## config.mk

```make
export PLATFORM = sky130hd
export DESIGN_NAME = debounce_array
export DESIGN_NICKNAME = d
export VERILOG_FILES = /design/src/rtl/debounce_array.sv
export SDC_FILE = /design/constraint.sdc
export NUM_CORES = 1
export LEC_CHECK = 0
export CAP_MARGIN = 20
export CORE_ASPECT_RATIO = 1.4
export CORE_UTILIZATION = 50
export DETAILED_ROUTE_END_ITERATION = 12
export PLACE_DENSITY = 0.7
export SETUP_SLACK_MARGIN = 0.2
export SLEW_MARGIN = 25
export SYNTH_ARGS = -nofsm -noshare
export SYNTH_HDL_FRONTEND = slang
export SYNTH_SLANG_ARGS = --single-unit
```

## constraint.sdc

```tcl
create_clock -name clk -period 9.4 [get_ports clk]
set_input_delay 1.41 -clock clk [delete_from_list [all_inputs] [get_ports clk]]
set_output_delay 1.41 -clock clk [all_outputs]
set_load 0.01 [all_outputs]
```

## src/rtl/debounce_array.sv

```systemverilog
// Multi-channel button debouncer with press/release/long-press pulses on a shared sampling tick.
// Define DEBOUNCE_ARRAY_REPEAT_EN for auto-repeat; release/repeat are reserved words, so those ports are release_p/repeat_p.
module debounce_array #(
    parameter int unsigned N_CH         = 4,
    parameter int unsigned TICK_DIV     = 10000,
    parameter int unsigned DB_TICKS     = 20,
    parameter int unsigned LONG_TICKS   = 1000,
    parameter int unsigned REPEAT_TICKS = 200,
    parameter int unsigned ACTIVE_LOW   = 0
) (
    input  logic            clk,
    input  logic            rst,
    input  logic [N_CH-1:0] in,
    output logic [N_CH-1:0] state,
    output logic [N_CH-1:0] press,
    output logic [N_CH-1:0] release_p,
    output logic [N_CH-1:0] long_press,
    output logic [N_CH-1:0] repeat_p
);

    localparam int PW = $clog2(TICK_DIV);
    localparam int MW = (DB_TICKS > 1) ? $clog2(DB_TICKS) : 1;
    localparam int HW = $clog2(LONG_TICKS + 1);

    localparam logic [PW-1:0] DIV_LAST  = PW'(TICK_DIV - 1);
    localparam logic [MW-1:0] DB_LAST   = MW'(DB_TICKS - 1);
    localparam logic [HW-1:0] HOLD_MAX  = HW'(LONG_TICKS);
    localparam logic [HW-1:0] HOLD_LAST = HW'(LONG_TICKS - 1);

    logic [PW-1:0]   div_q, div_d;
    logic            tick_s;
    logic [N_CH-1:0] in_s;
    logic [N_CH-1:0] meta_q, sync_q;
    logic [N_CH-1:0] state_q, state_d;
    logic [N_CH-1:0] prev_q;
    logic [N_CH-1:0] press_q, press_d;
    logic [N_CH-1:0] rel_q, rel_d;
    logic [N_CH-1:0] long_q, long_d;
    logic [MW-1:0]   mcnt_q [N_CH];
    logic [MW-1:0]   mcnt_d [N_CH];
    logic [HW-1:0]   hold_q [N_CH];
    logic [HW-1:0]   hold_d [N_CH];

    assign in_s = (ACTIVE_LOW != 0) ? ~in : in;

    // Prescaler: tick is high during the last count, so the wrap edge is the sampling edge.
    always_comb begin
        tick_s = (div_q == DIV_LAST);
        if (tick_s) begin
            div_d = '0;
        end else begin
            div_d = div_q + PW'(1);
        end
    end

    // Per-channel mismatch qualification, hold counting and edge/long-press pulse generation.
    always_comb begin
        state_d = state_q;
        long_d  = '0;
        for (int i = 0; i < N_CH; i++) begin
            mcnt_d[i] = mcnt_q[i];
            hold_d[i] = hold_q[i];
            if (sync_q[i] == state_q[i]) begin
                mcnt_d[i] = '0;
            end else if (tick_s) begin
                if (mcnt_q[i] == DB_LAST) begin
                    mcnt_d[i]  = '0;
                    state_d[i] = sync_q[i];
                end else begin
                    mcnt_d[i] = mcnt_q[i] + MW'(1);
                end
            end else begin
                mcnt_d[i] = mcnt_q[i];
            end

            if (!state_q[i]) begin
                hold_d[i] = '0;
            end else if (tick_s && (hold_q[i] != HOLD_MAX)) begin
                hold_d[i] = hold_q[i] + HW'(1);
                long_d[i] = (hold_q[i] == HOLD_LAST);
            end else begin
                hold_d[i] = hold_q[i];
            end
        end
        // prev_q lags state_q by one cycle, so pulses land the cycle after the level changes
        press_d = state_q & ~prev_q;
        rel_d   = ~state_q & prev_q;
    end

    // Channel state, synchronisers and pulse registers.
    always_ff @(posedge clk or posedge rst) begin
        if (rst) begin
            div_q   <= '0;
            meta_q  <= '0;
            sync_q  <= '0;
            state_q <= '0;
            prev_q  <= '0;
            press_q <= '0;
            rel_q   <= '0;
            long_q  <= '0;
            for (int i = 0; i < N_CH; i++) begin
                mcnt_q[i] <= '0;
                hold_q[i] <= '0;
            end
        end else begin
            div_q   <= div_d;
            meta_q  <= in_s;
            sync_q  <= meta_q;
            state_q <= state_d;
            prev_q  <= state_q;
            press_q <= press_d;
            rel_q   <= rel_d;
            long_q  <= long_d;
            for (int i = 0; i < N_CH; i++) begin
                mcnt_q[i] <= mcnt_d[i];
                hold_q[i] <= hold_d[i];
            end
        end
    end

    assign state      = state_q;
    assign press      = press_q;
    assign release_p  = rel_q;
    assign long_press = long_q;

`ifdef DEBOUNCE_ARRAY_REPEAT_EN
    localparam int RW = (REPEAT_TICKS > 1) ? $clog2(REPEAT_TICKS) : 1;
    localparam logic [RW-1:0] RPT_LAST = RW'(REPEAT_TICKS - 1);

    logic [RW-1:0]   rcnt_q [N_CH];
    logic [RW-1:0]   rcnt_d [N_CH];
    logic [N_CH-1:0] rpt_q, rpt_d;

    // Auto-repeat runs only once the hold counter has saturated at the long-press point.
    always_comb begin
        rpt_d = '0;
        for (int i = 0; i < N_CH; i++) begin
            rcnt_d[i] = rcnt_q[i];
            if (!state_q[i]) begin
                rcnt_d[i] = '0;
            end else if (tick_s && (hold_q[i] == HOLD_MAX)) begin
                if (rcnt_q[i] == RPT_LAST) begin
                    rcnt_d[i] = '0;
                    rpt_d[i]  = 1'b1;
                end else begin
                    rcnt_d[i] = rcnt_q[i] + RW'(1);
                end
            end else begin
                rcnt_d[i] = rcnt_q[i];
            end
        end
    end

    // Repeat counters and pulse register.
    always_ff @(posedge clk or posedge rst) begin
        if (rst) begin
            rpt_q <= '0;
            for (int i = 0; i < N_CH; i++) begin
                rcnt_q[i] <= '0;
            end
        end else begin
            rpt_q <= rpt_d;
            for (int i = 0; i < N_CH; i++) begin
                rcnt_q[i] <= rcnt_d[i];
            end
        end
    end

    assign repeat_p = rpt_q;
`else
    // REPEAT_TICKS only shapes the enabled build; the term below folds to constant zero.
    assign repeat_p = {N_CH{1'b0 & (REPEAT_TICKS > 0)}};
`endif

endmodule
```

==> flow_summary.toml, run 1 <==
[layout]
n_antenna_cell = 0
area_growth_pct = 11.2
drive_above_1_share = 0.0432
multi_input_area_um2 = 2210
final-instance-count-excl-fill = 641
num-nets-final = 526
fill_cells = 821
fin_util = 0.578
finalInstanceArea_um2 = 5490
regArea_um2 = 2550

[timing]
finClkSkew_ns = 0.00553
min_period_ns = 2.97
tightest_slew_ns = 0.830
whs_ns = 0.348
post-route-period-util = 0.316
final_hold_viol_count = 0
setup_tns_ns = 0
setup_violations = 0
report.final.slew_viol_count = 0
maxSlewHeadroom = 0.447
rsz0062_at_grt = "no"
max_freq_ghz = 0.336

[global_routing]
track_usage = 0.202
grt_pass1_wl_mm = 16.4
grt_pass1_vias = 3621
grt.overflow.total = 0
grt_start_max_net_pins = 68
antenna_found_initial = 0

[synthesis]
syn_inst = 496
yosys-top-cells-area = "dfrtp_1, nand2_1, a21oi_1"
synth_cell_type_count = 44
synth_top_area_share = 0.517
syn_area_per_cell_um2 = 9.96
syn_area_um2 = 4940
synth_flop_cell = "dfrtp_1"
yosys.area.top_type = "dfrtp_1"
synth_edf_count = 0
synthArstFlopShare = 1.00
ys_seq_area_frac = 0.517
yosys_warnings = 0
ys_ff_latch = 102

[setup_path]
worstPathRequired_ns = 7.99
crit_type = "register to output pin"
arrival_ns = 1.56
crit_path_end_kind = "output pin"
cpPeakStageDelay_ns = 0.62
r2r_slack_ns = 6.61
path_cells = "clkdlybuf4s50_1"
r2r-end = "hold_q[7]"
worstSetupStartpointType = "register"
rr_startpoint = "div_q[0]"
crit_fanout = 13
crit_slowest_cell = "clkdlybuf4s50_1"
critPathBufInv = 1
crit_family = "buffers and inverters"
reg2reg_depth = 6

[drt]
detail_route.first_pass.iterations = 4
top_layer_used = "met4"
drc = 0
wl_mm = 9.37
viasPerCell = 5.83
wl_per_cell_um = 14.6
m1WireLength_mm = 4.00
num_vias = 3740
drt_iter0_drc = 218
dr_wl_met2_mm = 5.04
wl_met3_um = 189
antenna_left = 0

[clock_tree]
cts_tree = "built"
cts_max_level = 3
clkTransAtPathRegs_ns = 0.06
clock-sinks = 102
cts_resized = 0
cts_buffers = 9
cts_hold_repair.buffers = 0
insertion_delay_ns = 0.34
postCtsSetupBuffers = 0
clk_path_buf_depth = 2
cts_root_buf = "clkbuf_16"

[power_and_ir_drop]
pwr_density_cell_nw_per_um2 = 144
worst_ir_drop_vdd_mv = 0.0933
power.leakage_uw = 0.00215

[placed_design]
place.gp.congestion = 0.773
dp_hpwl_mm = 6.27
dp_cells = 628
io_buffers = 21
place_area_um2 = 5230

[min_path]
worstHoldPathCells = 0
hp-class = "register to register"
holdCritStartpoint = "meta_q[0]"
min_to = "sync_q[0]"

[floorplan]
ios = 26
rows = 42
start_util = 0.519
die_y_um = 120
core_um2 = 9510
dieWidth_um = 86.0
die_area_um2 = 10300

[outcome]
status = "completed"

[flow_run]
maxCapViolCount = 0
## state kept, by name (all words and copies together), names as in the netlist
signal	flops
hold_q	40
sync_q	4
mcnt_q	20
state	4
press	4
meta_q	4
release_p	4
div_q	14
prev_q	4
long_press	4
## synthesized netlist by cell type (6+ instances only)
cell and number:
or4_1 17, mux2i_1 14, xnor2_1 9, nand4_1 13, nand3_1 15, ha_1 13
inv_1 17, or3_1 21, o31ai_1 18, dfrtp_1 102, nor2_1 23, clkbuf_1 16
a21oi_1 40, nand3b_1 6, nand2_1 59, nor4_1 13, nor2b_1 13, o21ai_0 15
## cell type report
type / count / share of cell area
clock inverters: 1 / 0.00137
multi-input cells: 351 / 0.402
well taps: 132 / 0.0301
inverters: 19 / 0.0134
repair buffers: 24 / 0.0424
clock buffers: 12 / 0.0467
flip-flops and latches: 102 / 0.465
## per-stage QoR
| step | total power [uW] | worst slack (ns) |
|---|---|---|
| floorplan | 459 | 5.31 |
| global placement | 464 | 6.32 |
| detailed placement | 464 | 6.32 |
| CTS | 804 | 6.40 |
| global route | 822 | 6.29 |
| finish | 792 | 6.43 |
## worst register-to-register path: cells and delay by family, from the launching register on
family,cells,cell delay [ns]
simple gates,3,1.44
buf+inv,1,0.48
flops,1,0.39
fa+ha+maj,1,0.22
compound gates,1,0.16
## worst max-delay path by stage
stage                         to  cells past startpoint     start  slack [ns]
floorplan               div_q[0]                      1       rst        5.31
global placement        press[1]                      3       rst        6.32
detailed placement  release_p[1]                      3       rst        6.32
CTS                     state[2]                      1  state[2]        6.40
global route          hold_q[35]                      6  div_q[0]        6.29
finish                  state[0]                      1  state[0]        6.43
## metal layers
metal,vias up,global-route usage
li1,1808,-
met1,1884,0.232
met2,37,0.361
met3,11,0.0351
met4,0,0.0948
met5,-,0
## cells in the final DEF (no fill, tap or decap), drive strengths merged, types with 2 or more instances in the layout
| cell type | instances |
|---|---|
| nor2 | 23 |
| buf | 3 |
| clkinv | 2 |
| a32o | 2 |
| and3 | 5 |
| or4 | 17 |
| nor4bb | 4 |
| conb | 4 |
| nand3b | 6 |
| or3 | 21 |
| nor3 | 5 |
| a31oi | 4 |
| nor2b | 13 |
| nor4 | 13 |
| dfrtp | 102 |
| nand4b | 4 |
| o41ai | 2 |
| o21a | 2 |
| nor4b | 6 |
| clkdlybuf4s50 | 21 |
| o21ai | 15 |
| xnor2 | 9 |
| nand3 | 15 |
| xor2 | 5 |
| a21oi | 40 |
| nand2 | 59 |
| inv | 17 |
| a31o | 4 |
| ha | 13 |
| mux2i | 14 |
| clkbuf | 12 |
| nand4 | 14 |
| nand2b | 5 |
| o211ai | 2 |
| and2 | 2 |
| o31ai | 18 |
## cell families (layout without fill, tap and decap cells)
kind of cell | after synthesis | after routing | share of synthesized area
AO/OA/AOI/OAI | 93 | 93 | 0.115
XOR/XNOR | 14 | 14 | 0.0248
adder cells (fa/ha/maj) | 13 | 13 | 0.0329
buffers and inverters | 46 | 56 | 0.0393
flip-flops | 102 | 102 | 0.517
multiplexers | 14 | 14 | 0.0284
other | 1 | 4 | 0.000759
AND/OR/NAND/NOR | 213 | 213 | 0.242
## report_power, final
| group | internal, uW | switching (uW) |
|---|---|---|
| clock network | 190 | 147 |
| logic | 2.78 | 10.5 |
| registers | 441 | 0.873 |
Power figures use the tool's default switching activity.
==> inputs of run 2 (changes only) <==
==> constraint.sdc (replaced) <==
create_clock -name clk -period 3 [get_ports clk]
set_input_delay 0.45 -clock clk [delete_from_list [all_inputs] [get_ports clk]]
set_output_delay 0.45 -clock clk [all_outputs]
set_load 0.01 [all_outputs]
==> run 2 against run 1 <==
Against the previous run: critical endpoint is now long_press[2]; via count decreased by 0.24%; largest power group unchanged; combinational power increased to 3.5 times the previous value; hold slack improved by 0.00075 ns.
==> flow_summary.toml, run 2 (same netlist as run 1, synthesis figures left out) <==
[placed_design]
place_area_um2 = 5280
dp_hpwl_mm = 6.38
io_buffers = 21
place.gp.congestion = 0.854

[setup_path]
worstSetupStartpointType = "register"
crit_slowest_cell = "and4_1"
path_cells = "ha_1 > and3_1 > and4_1 > buf_4 > nand2_1 > nor4_1"
crit_fanout = 9
cpPeakStageDelay_ns = 0.50
rr_startpoint = "div_q[0]"
r2r-end = "long_press[2]"
crit_path_end_kind = "register"
arrival_ns = 2.42
crit_type = "register to register"
worstPathRequired_ns = 3.21
r2r_slack_ns = 0.79
reg2reg_depth = 6

[timing]
report.final.slew_viol_count = 0
finClkSkew_ns = 0.00733
min_period_ns = 2.21
maxSlewHeadroom = 0.518
rsz0062_at_grt = "no"
max_freq_ghz = 0.453
whs_ns = 0.349
setup_violations = 0
tightest_slew_ns = 0.714
setup_tns_ns = 0
final_hold_viol_count = 0
post-route-period-util = 0.735

[clock_tree]
cts_root_buf = "clkbuf_16"
clkTransAtPathRegs_ns = 0.06
insertion_delay_ns = 0.34
clk_path_buf_depth = 2
cts_tree = "built"
clock-sinks = 102
cts_buffers = 9
cts_max_level = 3
cts_hold_repair.buffers = 0
postCtsSetupBuffers = 0
cts_resized = 0

[power_and_ir_drop]
clkPwrFrac = 0.430
p_switching_uw = 496
p_sw_frac = 0.198
pwr-share-comb = 0.019
pwr_density_cell_nw_per_um2 = 452
worst_ir_drop_vdd_mv = 0.228
seqPwrFrac = 0.551
internal_power_uw = 2010
power.leakage_uw = 0.00218

[drt]
drt_iter0_drc = 166
viasPerCell = 5.78
antenna_left = 0
num_vias = 3731
wl_mm = 9.34
wl_per_cell_um = 14.5
detail_route.first_pass.iterations = 4
drc = 0

[floorplan]
rows = 42
ios = 26
start_util = 0.519
core_um2 = 9510
die_area_um2 = 10300
dieWidth_um = 86.0
die_y_um = 120

[layout]
largest_register_ffs = 40
top_register = "hold_q"
final_cell_mix = "dfrtp_1, nand2_1, a21oi_1"
final_common_cell = "dfrtp_1"
n_antenna_cell = 0
drive_above_1_share = 0.0507
multi_input_area_um2 = 2210
finalInstanceArea_um2 = 5550
area_growth_pct = 12.4
num-nets-final = 529
fill_cells = 820
regArea_um2 = 2550
reg.largest.list = "hold_q: 40 flops, mcnt_q: 20 flops, div_q: 14 flops"

[global_routing]
grt_pass1_wl_mm = 16.4
grt.overflow.total = 0
track_usage = 0.200
grt_pass1_vias = 3700
antenna_found_initial = 0
grt_start_max_net_pins = 49

[flow_run]
maxCapViolCount = 0

[min_path]
hp-class = "register to register"
worstHoldPathCells = 0
min_to = "sync_q[0]"
holdCritStartpoint = "meta_q[0]"

[outcome]
status = "completed"
## run 2: cell count changes in the layout (fill, tap and decap cells not counted)
cell	previous run	this run
clkinv_2	0	1
clkbuf_8	2	3
buf_4	3	4
buf_12	0	2
inv_4	1	0
## run 2: routing by layer
layer	wire [um]	vias to the layer above	track usage
met5	0	-	0
met4	129	0	0.0740
met3	224	10	0.0413
met2	4890	36	0.350
met1	4090	1871	0.240
li1	-	1814	-
## run 2: power groups by stage
| stage | Combinational [uW] | Sequential [uW] | Clock, uW |
|---|---|---|---|
| 2_1_floorplan | 31.0 | 1410 | 0 |
| 3_3_place_gp | 49.3 | 1410 | 0 |
| 3_5_place_dp | 50.3 | 1410 | 0 |
| 4_1_cts | 50.3 | 1380 | 1120 |
| 5_1_grt | 54.9 | 1380 | 1170 |
| 6_report | 47.2 | 1380 | 1080 |
## run 2: worst max-delay path, delay by kind of cell, from the launching register on
kind / cells / cell delay [ns]
buffers and inverters: 1 / 0.24
adders and majority gates: 1 / 0.21
DFF: 1 / 0.38
and+or+nand+nor: 4 / 1.25
## run 2: worst max path at each step
stage	to	slack [ns]	startpoint	depth (start not counted)
2_1_floorplan	hold_q[12]	1.11	div_q[0]	8
4_1_cts	long_press[2]	0.76	div_q[0]	6
3_3_place_gp	long_press[2]	0.90	div_q[0]	6
5_1_grt	long_press[2]	0.66	div_q[0]	6
3_5_place_dp	long_press[2]	0.78	div_q[0]	6
6_report	long_press[2]	0.79	div_q[0]	6
## run 2: layout make-up
cell class | instances | share of cell area
Clock buffer | 13 | 0.0487
Tap cell | 132 | 0.0297
Timing Repair Buffer | 27 | 0.0505
Multi-Input combinational cell | 351 | 0.397
Inverter | 19 | 0.0135
Clock inverter | 1 | 0.000901
Sequential cell | 102 | 0.460
## run 2: through the flow
stage	total power (uW)	cells	util	setup WS [ns]
5_1_grt	2610	645	0.584	0.661
2_1_floorplan	1440	499	-	1.11
3_3_place_gp	1460	631	0.555	0.903
4_1_cts	2550	645	0.584	0.761
3_5_place_dp	1460	631	0.555	0.780
6_report	2510	645	0.584	0.794
